File: src/rtl/nts_engine_pkg.sv
// Shared definitions for the NTS engine controller: FSM state codes,
// statistics counter width and a saturating increment helper.
package nts_engine_pkg;

    localparam int CNT_WIDTH = 32;

    // State codes are visible on o_state, so their values are fixed.
    typedef enum logic [3:0] {
        ST_IDLE         = 4'h1,
        ST_COPY         = 4'h2,
        ST_DRAIN        = 4'h3,
        ST_PROCESS      = 4'h4,
        ST_DISCARD      = 4'h5,
        ST_ERR_OVERFLOW = 4'hD,
        ST_ERR_TIMEOUT  = 4'hE
    } state_e;

    // Increment that sticks at all-ones instead of wrapping.
    function automatic logic [CNT_WIDTH-1:0] sat_inc(input logic [CNT_WIDTH-1:0] value);
        return (&value) ? value : value + 1'b1;
    endfunction

endpackage

File: src/rtl/nts_timeout_counter.sv
// Processing timeout counter. Counts cycles while enabled and flags the
// cycle that completes i_limit cycles; a zero limit never expires.
module nts_timeout_counter #(
    parameter int WIDTH = 16
) (
    input  logic             i_clk,
    input  logic             i_reset_n,
    input  logic             i_clear,
    input  logic             i_enable,
    input  logic [WIDTH-1:0] i_limit,
    output logic             o_expired
);

    logic [WIDTH-1:0] count_q;
    logic [WIDTH:0]   elapsed;

    // Cycle counter: cleared outside the timed window, counts inside it.
    always_ff @(posedge i_clk) begin
        // NOTE: sequential state uses non-blocking assignments so every
        // register samples the pre-edge values, independent of block order.
        if (!i_reset_n || i_clear) begin
            count_q <= '0;
        end else if (i_enable) begin
            count_q <= count_q + 1'b1;
        end
    end

    // count_q holds the cycles already spent; the current cycle is number
    // count_q+1, so the owner leaves its state exactly i_limit cycles after entry.
    assign elapsed   = {1'b0, count_q} + {{WIDTH{1'b0}}, 1'b1};
    assign o_expired = i_enable && (i_limit != '0) && (elapsed == {1'b0, i_limit});

endmodule

File: src/rtl/nts_engine_ctrl.sv
// NTS engine controller: copies one packet from the dispatch FIFO into the
// packet buffer, starts downstream processing, waits for completion or a
// timeout, then releases the packet back to the dispatcher.
// Optional statistics counters are built when NTS_ENGINE_STATS_EN is defined;
// otherwise the counter ports are tied to zero.
module nts_engine_ctrl
    import nts_engine_pkg::*;
#(
    parameter int DATA_WIDTH    = 64,
    parameter int ADDR_WIDTH    = 10,
    parameter int TIMEOUT_WIDTH = 16
) (
    input  logic                     i_clk,
    input  logic                     i_reset_n,
    input  logic [TIMEOUT_WIDTH-1:0] i_timeout_cycles,
    input  logic                     i_dispatch_packet_available,
    input  logic                     i_dispatch_fifo_empty,
    output logic                     o_dispatch_fifo_rd_en,
    input  logic [DATA_WIDTH-1:0]    i_dispatch_fifo_rd_data,
    input  logic [DATA_WIDTH/8-1:0]  i_dispatch_data_valid,
    output logic                     o_dispatch_packet_read_discard,
    output logic                     o_buf_wr_en,
    output logic [ADDR_WIDTH-1:0]    o_buf_wr_addr,
    output logic [DATA_WIDTH-1:0]    o_buf_wr_data,
    output logic                     o_proc_start,
    output logic [ADDR_WIDTH:0]      o_proc_words,
    output logic [DATA_WIDTH/8-1:0]  o_proc_last_valid,
    input  logic                     i_proc_done,
    input  logic                     i_proc_error,
    output logic                     o_busy,
    output logic [3:0]               o_state,
    output logic [CNT_WIDTH-1:0]     o_cnt_ok,
    output logic [CNT_WIDTH-1:0]     o_cnt_overflow,
    output logic [CNT_WIDTH-1:0]     o_cnt_timeout,
    output logic [CNT_WIDTH-1:0]     o_cnt_proc_err
);

    localparam logic [ADDR_WIDTH:0] DEPTH = {1'b1, {ADDR_WIDTH{1'b0}}};

    state_e                    state_q, state_d;
    logic [ADDR_WIDTH:0]       word_cnt_q, word_cnt_d;
    logic                      rd_en;
    logic                      enter_proc;
    logic                      wr_en_q;
    logic [ADDR_WIDTH-1:0]     wr_addr_q;
    logic                      proc_start_q;
    logic [ADDR_WIDTH:0]       proc_words_q;
    logic [DATA_WIDTH/8-1:0]   last_valid_q;
    logic                      tmo_expired;

    nts_timeout_counter #(
        .WIDTH (TIMEOUT_WIDTH)
    ) u_timeout (
        .i_clk     (i_clk),
        .i_reset_n (i_reset_n),
        .i_clear   (state_q != ST_PROCESS),
        .i_enable  (state_q == ST_PROCESS),
        .i_limit   (i_timeout_cycles),
        .o_expired (tmo_expired)
    );

    // Next-state, pop request and word counting.
    always_comb begin
        // NOTE: every signal gets a default before the case so no path
        // leaves it unassigned, which would infer a latch.
        state_d    = state_q;
        word_cnt_d = word_cnt_q;
        rd_en      = 1'b0;
        enter_proc = 1'b0;
        unique case (state_q)
            ST_IDLE: begin
                word_cnt_d = '0;
                if (i_dispatch_packet_available && !i_dispatch_fifo_empty) begin
                    state_d = ST_COPY;
                end
            end
            ST_COPY: begin
                rd_en = !i_dispatch_fifo_empty && (word_cnt_q < DEPTH);
                if (rd_en) begin
                    word_cnt_d = word_cnt_q + 1'b1;
                end
                if (i_dispatch_fifo_empty) begin
                    state_d = ST_DRAIN;
                end else if (word_cnt_q == DEPTH) begin
                    state_d = ST_ERR_OVERFLOW;
                end
            end
            ST_DRAIN: begin
                // One cycle for the last popped word to land in the buffer.
                state_d    = ST_PROCESS;
                enter_proc = 1'b1;
            end
            ST_PROCESS: begin
                // Completion takes priority over a simultaneous timeout.
                if (i_proc_done) begin
                    state_d = ST_DISCARD;
                end else if (tmo_expired) begin
                    state_d = ST_ERR_TIMEOUT;
                end
            end
            ST_DISCARD, ST_ERR_OVERFLOW, ST_ERR_TIMEOUT: begin
                word_cnt_d = '0;
                state_d    = ST_IDLE;
            end
            default: begin
                state_d = ST_IDLE;
            end
        endcase
    end

    // State, buffer write pipeline and processing descriptor registers.
    always_ff @(posedge i_clk) begin
        if (!i_reset_n) begin
            state_q      <= ST_IDLE;
            word_cnt_q   <= '0;
            wr_en_q      <= 1'b0;
            wr_addr_q    <= '0;
            proc_start_q <= 1'b0;
            proc_words_q <= '0;
            last_valid_q <= '0;
        end else begin
            state_q      <= state_d;
            word_cnt_q   <= word_cnt_d;
            wr_en_q      <= rd_en;
            proc_start_q <= enter_proc;
            if (rd_en) begin
                wr_addr_q <= word_cnt_q[ADDR_WIDTH-1:0];
            end
            if (enter_proc) begin
                proc_words_q <= word_cnt_q;
                last_valid_q <= i_dispatch_data_valid;
            end
        end
    end

    // Popped data arrives one cycle after rd_en, aligned with wr_en_q.
    assign o_dispatch_fifo_rd_en          = rd_en && i_reset_n;
    assign o_buf_wr_en                    = wr_en_q;
    assign o_buf_wr_addr                  = wr_addr_q;
    assign o_buf_wr_data                  = wr_en_q ? i_dispatch_fifo_rd_data : '0;
    assign o_proc_start                   = proc_start_q;
    assign o_proc_words                   = proc_words_q;
    assign o_proc_last_valid              = last_valid_q;
    assign o_dispatch_packet_read_discard = (state_q == ST_DISCARD) ||
                                            (state_q == ST_ERR_OVERFLOW) ||
                                            (state_q == ST_ERR_TIMEOUT);
    assign o_busy                         = (state_q != ST_IDLE);
    assign o_state                        = state_q;

`ifdef NTS_ENGINE_STATS_EN
    logic [CNT_WIDTH-1:0] cnt_ok_q, cnt_overflow_q, cnt_timeout_q, cnt_proc_err_q;
    logic                 done_seen;

    assign done_seen = (state_q == ST_PROCESS) && i_proc_done;

    // Saturating event counters; each error state lasts exactly one cycle.
    always_ff @(posedge i_clk) begin
        if (!i_reset_n) begin
            cnt_ok_q       <= '0;
            cnt_overflow_q <= '0;
            cnt_timeout_q  <= '0;
            cnt_proc_err_q <= '0;
        end else begin
            if (done_seen && !i_proc_error) cnt_ok_q       <= sat_inc(cnt_ok_q);
            if (done_seen && i_proc_error)  cnt_proc_err_q <= sat_inc(cnt_proc_err_q);
            if (state_q == ST_ERR_OVERFLOW) cnt_overflow_q <= sat_inc(cnt_overflow_q);
            if (state_q == ST_ERR_TIMEOUT)  cnt_timeout_q  <= sat_inc(cnt_timeout_q);
        end
    end

    assign o_cnt_ok       = cnt_ok_q;
    assign o_cnt_overflow = cnt_overflow_q;
    assign o_cnt_timeout  = cnt_timeout_q;
    assign o_cnt_proc_err = cnt_proc_err_q;
`else
    // The error flag only feeds the statistics; without them it is unused.
    logic unused_proc_error;
    assign unused_proc_error = i_proc_error;

    assign o_cnt_ok       = '0;
    assign o_cnt_overflow = '0;
    assign o_cnt_timeout  = '0;
    assign o_cnt_proc_err = '0;
`endif

endmodule

File: config.mk
export PLATFORM = sky130hd
export DESIGN_NAME = nts_engine_ctrl
export DESIGN_NICKNAME = d
export VERILOG_FILES = /design/src/rtl/nts_engine_pkg.sv /design/src/rtl/nts_timeout_counter.sv /design/src/rtl/nts_engine_ctrl.sv
export SDC_FILE = /design/constraint.sdc
export NUM_CORES = 1
export LEC_CHECK = 0
export CAP_MARGIN = 20
export CORE_AREA = 2 2 126 128
export CTS_BUF_LIST = sky130_fd_sc_hd__clkbuf_8 sky130_fd_sc_hd__clkbuf_16
export DETAILED_ROUTE_END_ITERATION = 6
export DIE_AREA = 0 0 128 130
export DONT_BUFFER_PORTS = 1
export GPL_TIMING_DRIVEN = 0
export PLACE_DENSITY = 0.46
export SKIP_CTS_REPAIR_TIMING = 1
export SLEW_MARGIN = 10
export SYNTH_ARGS = -nofsm -noshare
export SYNTH_HDL_FRONTEND = slang
export SYNTH_SLANG_ARGS = --single-unit
File: constraint.sdc
create_clock -name i_clk -period 2.5 [get_ports i_clk]
set_clock_uncertainty 0.1 [all_clocks]
set_input_delay 0.375 -clock i_clk [delete_from_list [all_inputs] [get_ports i_clk]]
set_output_delay 0.375 -clock i_clk [all_outputs]
set_load 0.01 [all_outputs]
==> results_dict.tcl <==
set metrics [dict create \
    slew_viol_final 0 \
    cts.htree.levels 3 \
    power.density_mw_per_mm2 574 \
    viasPerCell 3.98 \
    path_clk_slew_ps 60 \
    synth_cell_types 53 \
    die_area_mm2 0.0166 \
    layout_commonest_cell "buf_4" \
    ys_seq_area_share_pct 27.9 \
    start_kind "register" \
    r2r_end "o_state[1]" \
    required_ps 2030 \
    final_cell_mix "buf_4 (133), conb_1 (128), and2_1 (66), dfxtp_1 (59), nand2_1 (48)" \
    nets 779 \
    cts_sinks 62 \
    drive_gt1_share_pct 24.5 \
    dpl_worst_slack_ps 74.1 \
    portBuffers 0 \
    die_h_um 130 \
    grt_remaining_overflow 0 \
    place.gp.congestion 0.850 \
    synthArstFlopShare_pct 0 \
    grt_max_degree 12 \
    crit_arrival_ps 1960 \
    synth_area_mm2 0.00445 \
    route.detailed.drc 0 \
    synth_warnings 0 \
    cts_buffers 9 \
    setup_viol 0 \
    outcome "finished clean" \
    clk_latency_ps 330 \
    synth_seq_cells 62 \
    synthFlopType "dfxtp_1" \
    hold_viol 0 \
    antenna_left 0 \
    r2r_start "u_timeout.count_q[0]" \
    ir_worst_vdd_mv 0.331 \
    tightest_slew_ps 555 \
    r2r_slack_ps 210 \
    first_pass_iters 4 \
    period_share_pct 97.5 \
    synth_edf_count 0 \
    area_growth_pct 24.7 \
    crit_end "o_dispatch_fifo_rd_en" \
    worstSetupStartpoint "o_state[2]" \
    drtIter0Drc 128 \
    crit_fanout 9 \
    synthCells 539 \
    setup_ws_ps 63.5 \
    post_drt_wl_per_cell_um 13.7 \
    grt_pass1_wl_mm 16.6 \
    final.min_clock_period_ps 2440 \
    io_pins 324 \
    hp-class "in -> reg" \
    cts_root_buf "clkbuf_16" \
    wl_mm 12.0 \
    vias 3502 \
    drv_cap 0 \
    fmax_ghz 0.410 \
    tns_ps 0 \
    antenna_found_initial 2 \
    relSlewSlack_pct 63.0 \
    critPathKind "reg -> out" \
    grt_pass1_vias 2962 \
    die_w_um 128 \
    r2r.worst_path.cells 7 \
    num_rows 46 \
    cts_buffer_depth 2 \
    grtUsageTotal_pct 13.3 \
    postSynthAreaPerCell_um2 8.26 \
    core_mm2 0.0154 \
    hpwl_mm 10.1 \
    p_leak_nw 2.56 \
    crit_path_end_kind "output port" \
    cts_tree "yes" \
    num-fill-cells 1615 \
    start_util_pct 28.9 \
]
[metrics by stage]
| stage | hold slack (ps) | instances | utilization, % | area (um2) | power [mW] |
|---|---|---|---|---|---|
| floorplan | 362 | 666 | - | 4930 | 1.71 |
| global placement | 389 | 858 | 33.5 | 5170 | 1.87 |
| detailed placement | 391 | 858 | 33.5 | 5170 | 1.87 |
| CTS | 69.3 | 874 | 35.6 | 5490 | 3.22 |
| global route | 79.3 | 879 | 36.0 | 5550 | 3.37 |
| finish | 86.4 | 880 | 36.0 | 5560 | 3.19 |
[how the worst min path moves through the flow]
| stage | cells past startpoint | startpoint | slack (ps) | end |
|---|---|---|---|---|
| global route | 2 | i_dispatch_data_valid[3] | 80 | o_proc_last_valid[3] |
| finish | 2 | i_dispatch_data_valid[3] | 90 | o_proc_last_valid[3] |
| global placement | 1 | u_timeout.count_q[0] | 390 | u_timeout.count_q[0] |
| floorplan | 1 | u_timeout.count_q[0] | 360 | u_timeout.count_q[0] |
| detailed placement | 1 | u_timeout.count_q[0] | 390 | u_timeout.count_q[0] |
| CTS | 2 | i_dispatch_data_valid[3] | 70 | o_proc_last_valid[3] |
[where the power goes]
part / leakage [nW] / total (mW) / internal (mW) / switching [mW]
registers: 0.501 / 1.13 / 1.04 / 0.0849
clock network: 0.157 / 1.33 / 0.866 / 0.460
logic: 1.90 / 0.739 / 0.299 / 0.440
[state kept, by name, summed over array words and instances (netlist names)]
signal             cells
o_state                4
o_proc_start           1
o_buf_wr_addr         10
o_buf_wr_en            1
word_cnt_q            11
o_proc_words          11
u_timeout.count_q     16
o_proc_last_valid      8
[routing by layer]
| layer | track usage (%) | wire, um | vias to the layer above |
|---|---|---|---|
| met1 | 15.1 | 4630 | 1548 |
| met3 | 4.67 | 945 | 14 |
| met2 | 23.3 | 6300 | 150 |
| met5 | 0 | 0 | - |
| met4 | 4.20 | 162 | 0 |
| li1 | - | - | 1790 |
[worst max-delay path: stages (launching register included)]
cell	delay, ps
dfxtp_4	390
or4b_1	560
or2_4	280
nor2_4	140
buf_8	120
and2_4	160
[cells in the mapped netlist, types with 2 or more instances]
cell	n	area (um2)
o21ai_0	6	30.0
nand4_1	7	43.8
nand4b_1	2	17.5
nand2_1	48	180
xor2_1	19	166
and2_1	67	419
mux2i_1	15	150
buf_4	128	961
a21boi_0	19	143
clkbuf_1	18	67.6
a21oi_1	4	20.0
inv_1	7	26.3
nor2_1	33	124
dfxtp_1	62	1240
a41oi_1	3	26.3
nand3b_1	3	22.5
nand3_1	6	30.0
or3_1	3	18.8
or4b_1	2	20.0
xnor3_1	3	67.6
ha_1	3	37.5
o21a_1	2	15.0
nor4_1	8	50.1
or2_1	2	12.5
xnor2_1	14	123
nand2b_1	5	31.3
and3_1	6	37.5
nor3_1	5	25.0
nor2b_1	15	93.8
[final cells by class]
type                    instances  area (um2)  area share (%)
plain buffers                 149        1050            19.0
flip-flops and latches         62        1250            22.4
inverters                       7        26.3           0.473
clock inverters                 7        90.1            1.62
multi-input cells             448        2630            47.4
repair buffers                  5        37.5           0.676
well taps                     192         240            4.32
clock buffers                   9         225            4.05
diodes                          1        2.50          0.0450
[kinds of logic after synthesis]
kind of cell,Yosys count,synth area share [%]
other,1,0.0842
adder cells (fa/ha/maj),3,0.843
AO/OA/AOI/OAI,44,7.36
AND/OR/NAND/NOR,221,27.8
flip-flops,62,27.9
XOR/XNOR,37,8.54
buffers and inverters,156,24.2
multiplexers,15,3.37
(Power assumes the default switching activity.)
